`config.mk`:
```
export PLATFORM = sky130hd
export DESIGN_NAME = gpio_edge_sync
export DESIGN_NICKNAME = d
export VERILOG_FILES = /design/src/rtl/gpio_edge_sync.sv
export SDC_FILE = /design/constraint.sdc
export NUM_CORES = 1
export LEC_CHECK = 0
export ABC_AREA = 1
export CORE_ASPECT_RATIO = 1.5
export CORE_MARGIN = 8
export CORE_UTILIZATION = 46
export DETAILED_ROUTE_END_ITERATION = 10
export GPL_TIMING_DRIVEN = 1
export PLACE_DENSITY = 0.73
export SLEW_MARGIN = 25
export SYNTH_ARGS = -nofsm -noshare
export SYNTH_HDL_FRONTEND = slang
export SYNTH_SLANG_ARGS = --single-unit
```
`constraint.sdc`:
```
create_clock -name des_clk -period 3.44 [get_ports des_clk]
set_clock_uncertainty 0.1 [all_clocks]
set_input_delay 0.86 -clock des_clk [delete_from_list [all_inputs] [get_ports des_clk]]
set_output_delay 0.86 -clock des_clk [all_outputs]
set_load 0.05 [all_outputs]
```
`src/rtl/gpio_edge_sync.sv`:
```
`default_nettype none
// ============================================================================
// Module   : gpio_edge_sync
// Purpose  : Per-channel GPIO input conditioning. Each channel is synchronised,
//            debounced, and turned into an edge/level event with sticky status
//            and a combined interrupt.
// Ports    : des_clk    - sole clock, rising edge
//            des_rst    - synchronous active-high reset
//            i_sig      - asynchronous GPIO inputs, one bit per channel
//            cfg_mode   - 2 bits per channel: 00 rise, 01 fall, 10 both, 11 level
//            cfg_db_len - shared debounce length in cycles (0/1 = bypass)
//            int_en     - per-channel interrupt enable
//            int_clr    - per-channel sticky status clear
//            o_lvl      - debounced synchronised level
//            o_sig      - registered event (pulse in edge modes, level in 11)
//            o_stat     - sticky event status
//            o_irq      - registered OR of (o_stat & int_en)
// Revision : 1.0 - initial release
// ============================================================================
module gpio_edge_sync #(
    parameter int CH       = 8,
    parameter int SYNC_STG = 2,
    parameter int DB_W     = 8
) (
    input  logic                des_clk,
    input  logic                des_rst,
    input  logic [CH-1:0]       i_sig,
    input  logic [2*CH-1:0]     cfg_mode,
    input  logic [DB_W-1:0]     cfg_db_len,
    input  logic [CH-1:0]       int_en,
    input  logic [CH-1:0]       int_clr,
    output logic [CH-1:0]       o_lvl,
    output logic [CH-1:0]       o_sig,
    output logic [CH-1:0]       o_stat,
    output logic                o_irq
);

    localparam logic [1:0]      c_mode_rise = 2'b00;
    localparam logic [1:0]      c_mode_fall = 2'b01;
    localparam logic [1:0]      c_mode_both = 2'b10;
    localparam int              c_warm_w    = $clog2(SYNC_STG + 2);
    localparam logic [c_warm_w-1:0] c_warm_len = c_warm_w'(SYNC_STG + 1);
    localparam logic [DB_W-1:0] c_cnt_max   = '1;

    logic [CH-1:0]         r_sync_q [SYNC_STG];
    logic [CH-1:0]         r_lvl_q;
    logic [CH-1:0]         r_prev_q;
    logic [CH-1:0]         r_sig_q;
    logic [CH-1:0]         r_stat_q;
    logic                  r_irq_q;
    logic [c_warm_w-1:0]   r_warm_q;

    logic [CH-1:0]         w_s;
    logic [CH-1:0]         w_lvl_d;
    logic [CH-1:0]         w_evt;
    logic                  w_warm;
    logic                  w_bypass;
    logic [DB_W-1:0]       w_db_lim;

    assign w_s      = r_sync_q[SYNC_STG-1];
    // Warm-up lasts SYNC_STG+1 cycles so the synchroniser has flushed its
    // reset zeros into o_lvl/d_prev before any event can be generated.
    assign w_warm   = (r_warm_q != c_warm_len);
    assign w_bypass = (cfg_db_len <= DB_W'(1));
    assign w_db_lim = cfg_db_len - DB_W'(1);

    // ------------------------------------------------------------------
    // Synchroniser chain
    // ------------------------------------------------------------------
    always_ff @(posedge des_clk) begin
        if (des_rst) begin
            for (int k = 0; k < SYNC_STG; k++) begin
                r_sync_q[k] <= '0;
            end
        end else begin
            r_sync_q[0] <= i_sig;
            for (int k = 1; k < SYNC_STG; k++) begin
                r_sync_q[k] <= r_sync_q[k-1];
            end
        end
    end

    // ------------------------------------------------------------------
    // Per-channel debounce and event decode
    // ------------------------------------------------------------------
    for (genvar i = 0; i < CH; i++) begin : g_ch
        logic [DB_W-1:0] r_cnt_q;
        logic [DB_W-1:0] w_cnt_d;
        logic            w_mis;
        logic            w_load;
        logic            w_evt_raw;

        assign w_mis  = w_s[i] ^ r_lvl_q[i];
        // ">=" rather than "==" so that shrinking cfg_db_len below the
        // current count commits the pending mismatch on the next edge.
        assign w_load = w_warm | w_bypass | (w_mis & (r_cnt_q >= w_db_lim));
        assign w_lvl_d[i] = w_load ? w_s[i] : r_lvl_q[i];

        always_comb begin
            w_cnt_d = '0;
            if (!w_load && w_mis) begin
                w_cnt_d = (r_cnt_q == c_cnt_max) ? r_cnt_q : r_cnt_q + DB_W'(1);
            end
        end

        always_ff @(posedge des_clk) begin
            if (des_rst) begin
                r_cnt_q <= '0;
            end else begin
                r_cnt_q <= w_cnt_d;
            end
        end

        always_comb begin
            w_evt_raw = 1'b0;
            case (cfg_mode[2*i +: 2])
                c_mode_rise: w_evt_raw = r_lvl_q[i] & ~r_prev_q[i];
                c_mode_fall: w_evt_raw = ~r_lvl_q[i] & r_prev_q[i];
                c_mode_both: w_evt_raw = r_lvl_q[i] ^ r_prev_q[i];
                default:     w_evt_raw = r_lvl_q[i];
            endcase
        end

        assign w_evt[i] = w_evt_raw & ~w_warm;
    end

    // ------------------------------------------------------------------
    // Level, event, status and interrupt registers
    // ------------------------------------------------------------------
    always_ff @(posedge des_clk) begin
        if (des_rst) begin
            r_lvl_q  <= '0;
            r_prev_q <= '0;
            r_sig_q  <= '0;
            r_stat_q <= '0;
            r_irq_q  <= 1'b0;
            r_warm_q <= '0;
        end else begin
            r_lvl_q  <= w_lvl_d;
            r_prev_q <= w_warm ? w_s : r_lvl_q;
            r_sig_q  <= w_evt;
            // Set has priority over a coincident clear.
            r_stat_q <= (r_stat_q & ~int_clr) | w_evt;
            r_irq_q  <= |(r_stat_q & int_en);
            if (w_warm) begin
                r_warm_q <= r_warm_q + c_warm_w'(1);
            end
        end
    end

    assign o_lvl  = r_lvl_q;
    assign o_sig  = r_sig_q;
    assign o_stat = r_stat_q;
    assign o_irq  = r_irq_q;

endmodule
`default_nettype wire

```
==> run_results.csv <==
group,metric,value,unit
setup_path,critPathRequiredTime,3670,ps
synthesis,synth_top_area_share,32.0,%
clock_network,htreeDepth,4,
power,vdd_drop_max,337,uV
setup_path,cp_slowest_cell,"ha_1",
cells_and_area,area_delta_synth_final,23.2,%
power,finalPower,0.00380,W
timing,relSlewSlack,43.7,%
synthesis,synth_xor_area_share,5.71,%
cells_and_area,antenna_cells,0,
timing,final-hold-violation-count,0,
global_routing,antenna_found_initial,0,
cells_and_area,drive_above_1_share,9.39,%
synthesis,muxShareOfSynthArea,0.156,%
floorplanning,die_w,118,um
floorplanning,core_area,15500,um2
setup_path,crit_top_cell,"nand2_1",
route,drc_errors,0,
timing,post-route-min-period,3110,ps
setup_path,crit_start,"cfg_db_len[0]",
power,p_per_area,428,nW/um2
global_routing,grt_usage,18.1,%
floorplanning,die_h,169,um
job,drv_cap,0,
synthesis,ys_ff_latch,115,
synthesis,yosys_warnings,0,
setup_path,arrival,3340,ps
cells_and_area,post-route-util,57.3,%
floorplanning,fp.dieArea,20000,um2
synthesis,yosysTopAreaCell,"dfxtp_1",
floorplanning,rows,56,
synthesis,syn_area_per_cell,7.47,um2
setup_path,critPathCapture,"g_ch[5].r_cnt_q[6]",
synthesis,synth_edf_count,0,
synthesis,synth-adder-area-share,13.0,%
setup_path,r2r_setup_slack,1300,ps
clock_network,clk_latency,410,ps
placed_design,routabilityCongestion,0.819,
global_routing,grt_pass1_vias,6382,
setup_path,cp-end-kind,"flip-flop",
timing,drv_slew,0,
min_path,worstHoldStart,"r_sync_q[0][2]",
setup_path,slowest_delay,630,ps
synthesis,synth_flop_cell,"dfxtp_1",
synthesis,synth.distinct_cells,36,
setup_path,startpoint_type,"input pin",
clock_network,cts_repair_resize_count,0,
setup_path,crit_chain,"clkdlybuf4s50_1 > inv_1 > ha_1 > ha_1 > nand2_1 > nand2_1 > nand2_1 > nand2_1 > nand2_1 > nand2_1 > nand2_1 > nand2_1 > nand2_1 > nand4_4 > nor3b_1",
clock_network,cts_buffers,17,
floorplanning,pin_count,75,
synthesis,yosys-top-cells-count,"222 x nand2_1, 140 x inv_1, 115 x dfxtp_1, 75 x ha_1, 72 x nor2_1",
synthesis,synth-simple-area-share,33.4,%
run_status,outcome,"completed",
synthesis,async_flop_share,0,%
route,drtIter0Drc,334,
synthesis,synthTopCellsByArea,"dfxtp_1 32%, ha_1 13%, nand2_1 12%",
clock_network,clk_path_buf_depth,2,
timing,rsz0062_at_grt,"false",
route,ant_nets,0,
timing,clock.fmax,322,MHz
clock_network,cts_tree,"yes",
setup_path,r2r-start,"g_ch[1].r_cnt_q[0]",
placed_design,numPortBuffers,74,
timing,setup_viol,0,
synthesis,synth_seq_area_share,32.0,%
global_routing,grt_start_max_net_pins,84,
setup_path,r2r_end,"g_ch[1].r_cnt_q[4]",
synthesis,synth_compound_area_share,7.09,%
synthesis,syn_area,7200,um2
route,drtPass1Iterations,4,
placed_design,hpwl,12600,um
route,vias_per_cell,5.03,
synthesis,synth_cells,964,
cells_and_area,fillers,1396,
route,vias,6373,
power,p_leak,4.00,nW
synthesis,synth_top_family_by_area,"simple AND/OR/NAND/NOR gates",
synthesis,yosysMostFrequentCell,"nand2_1",
synthesis,synth_fp_nets,1089,
route,wl_per_cell,13.8,um
clock_network,clock_sinks,115,
clock_network,cts_hold_buffers,0,
clock_network,cts-root-buf,"clkbuf_16",
clock_network,postCtsSetupBuffers,0,
route,wirelength,17500,um
floorplanning,start_util,46.5,%
timing,finalCritPeriodShare,90.3,%
timing,tightest_slew,842,ps
setup_path,critPathMaxFanout,8,
global_routing,grt_pass1_wl,29700,um
cells_and_area,layout.nets,1178,
clock_network,path_clk_slew,60,ps
setup_path,crit_type,"in -> reg",
global_routing,grt_overflow,0,
setup_path,reg2reg_depth,9,
min_path,hp-class,"reg -> reg",
[per-stage QoR]
stage          hold WS (ps)  setup TNS, ps  setup WS (ps)  area (um2)  cells
6_report                301              0            335        8870   1268
5_1_grt                 314              0            147        8870   1268
4_1_cts                 302              0            311        8870   1268
3_5_place_dp            294          -2280           -100        8240   1237
3_3_place_gp            288           -755          -62.4        8240   1237
2_1_floorplan           288              0            448        7200    964
[cells by family (layout without fill, tap and decap cells)]
family,count (synthesis),count (layout)
flip-flops,115,115
buffers and inverters,160,261
AND/OR/NAND/NOR,479,479
adder cells (fa/ha/maj),75,75
XOR/XNOR,47,47
multiplexers,1,1
AO/OA/AOI/OAI,87,87
[registers in the layout, summed over array words and instances (netlist names)]
register,cells
g_ch.r_cnt_q,64
r_sync_q,16
r_warm_q,2
o_lvl,8
r_prev_q,8
o_stat,8
o_irq,1
o_sig,8
[layout by cell type, fill, tap and decap left out, drive strengths merged, types with 6 or more instances in the layout]
master         instances
buf                   14
clkdlybuf4s50         73
nand3                 72
nor2                  76
ha                    75
o211ai                 8
nand2                232
inv                  147
nor3b                 20
xor2                  41
nand4                 28
clkbuf                18
a21oi                 42
o21ai                 26
dfxtp                115
nor3                  50
xnor2                  6
[per-layer routing]
layer	global-route usage (%)	vias up	part of all wire, %
met4	8.11	0	2.5
met3	4.50	32	5.0
met1	19.2	2882	41
met5	0	-	0
li1	-	3326	-
met2	33.1	133	51
[worst min path at each step]
| stage | to | slack, ps | cells after the start |
|---|---|---|---|
| floorplan | r_sync_q[0][10] | 290 | 2 |
| global route | r_sync_q[0][11] | 310 | 2 |
| detailed placement | r_sync_q[0][10] | 290 | 2 |
| finish | r_sync_q[0][10] | 300 | 2 |
| global placement | r_sync_q[0][10] | 290 | 2 |
| CTS | r_sync_q[0][9] | 300 | 2 |
[where the power goes]
part	total, W	internal [W]	switching (W)	leakage (nW)
combinational	0.000467	0.000186	0.000281	2.76
sequential	0.00140	0.00137	0.0000288	0.932
clock	0.00193	0.00124	0.000691	0.308
[worst max-delay path, delay by kind of cell]
family,cells,cell delay [ps]
simple gates,11,930
buf+inv,2,570
fa+ha+maj,2,960
[final cells by class]
| cell class | count | area, um2 | area share (%) |
|---|---|---|---|
| timing repair buffer | 87 | 861 | 9.70 |
| inverter | 143 | 539 | 6.08 |
| sequential | 115 | 2300 | 25.9 |
| multi-input combinational | 689 | 4280 | 48.2 |
| clock inverter | 13 | 198 | 2.23 |
| clock buffer | 18 | 439 | 4.95 |
| tap | 203 | 254 | 2.86 |
(Power assumes the default switching activity.)
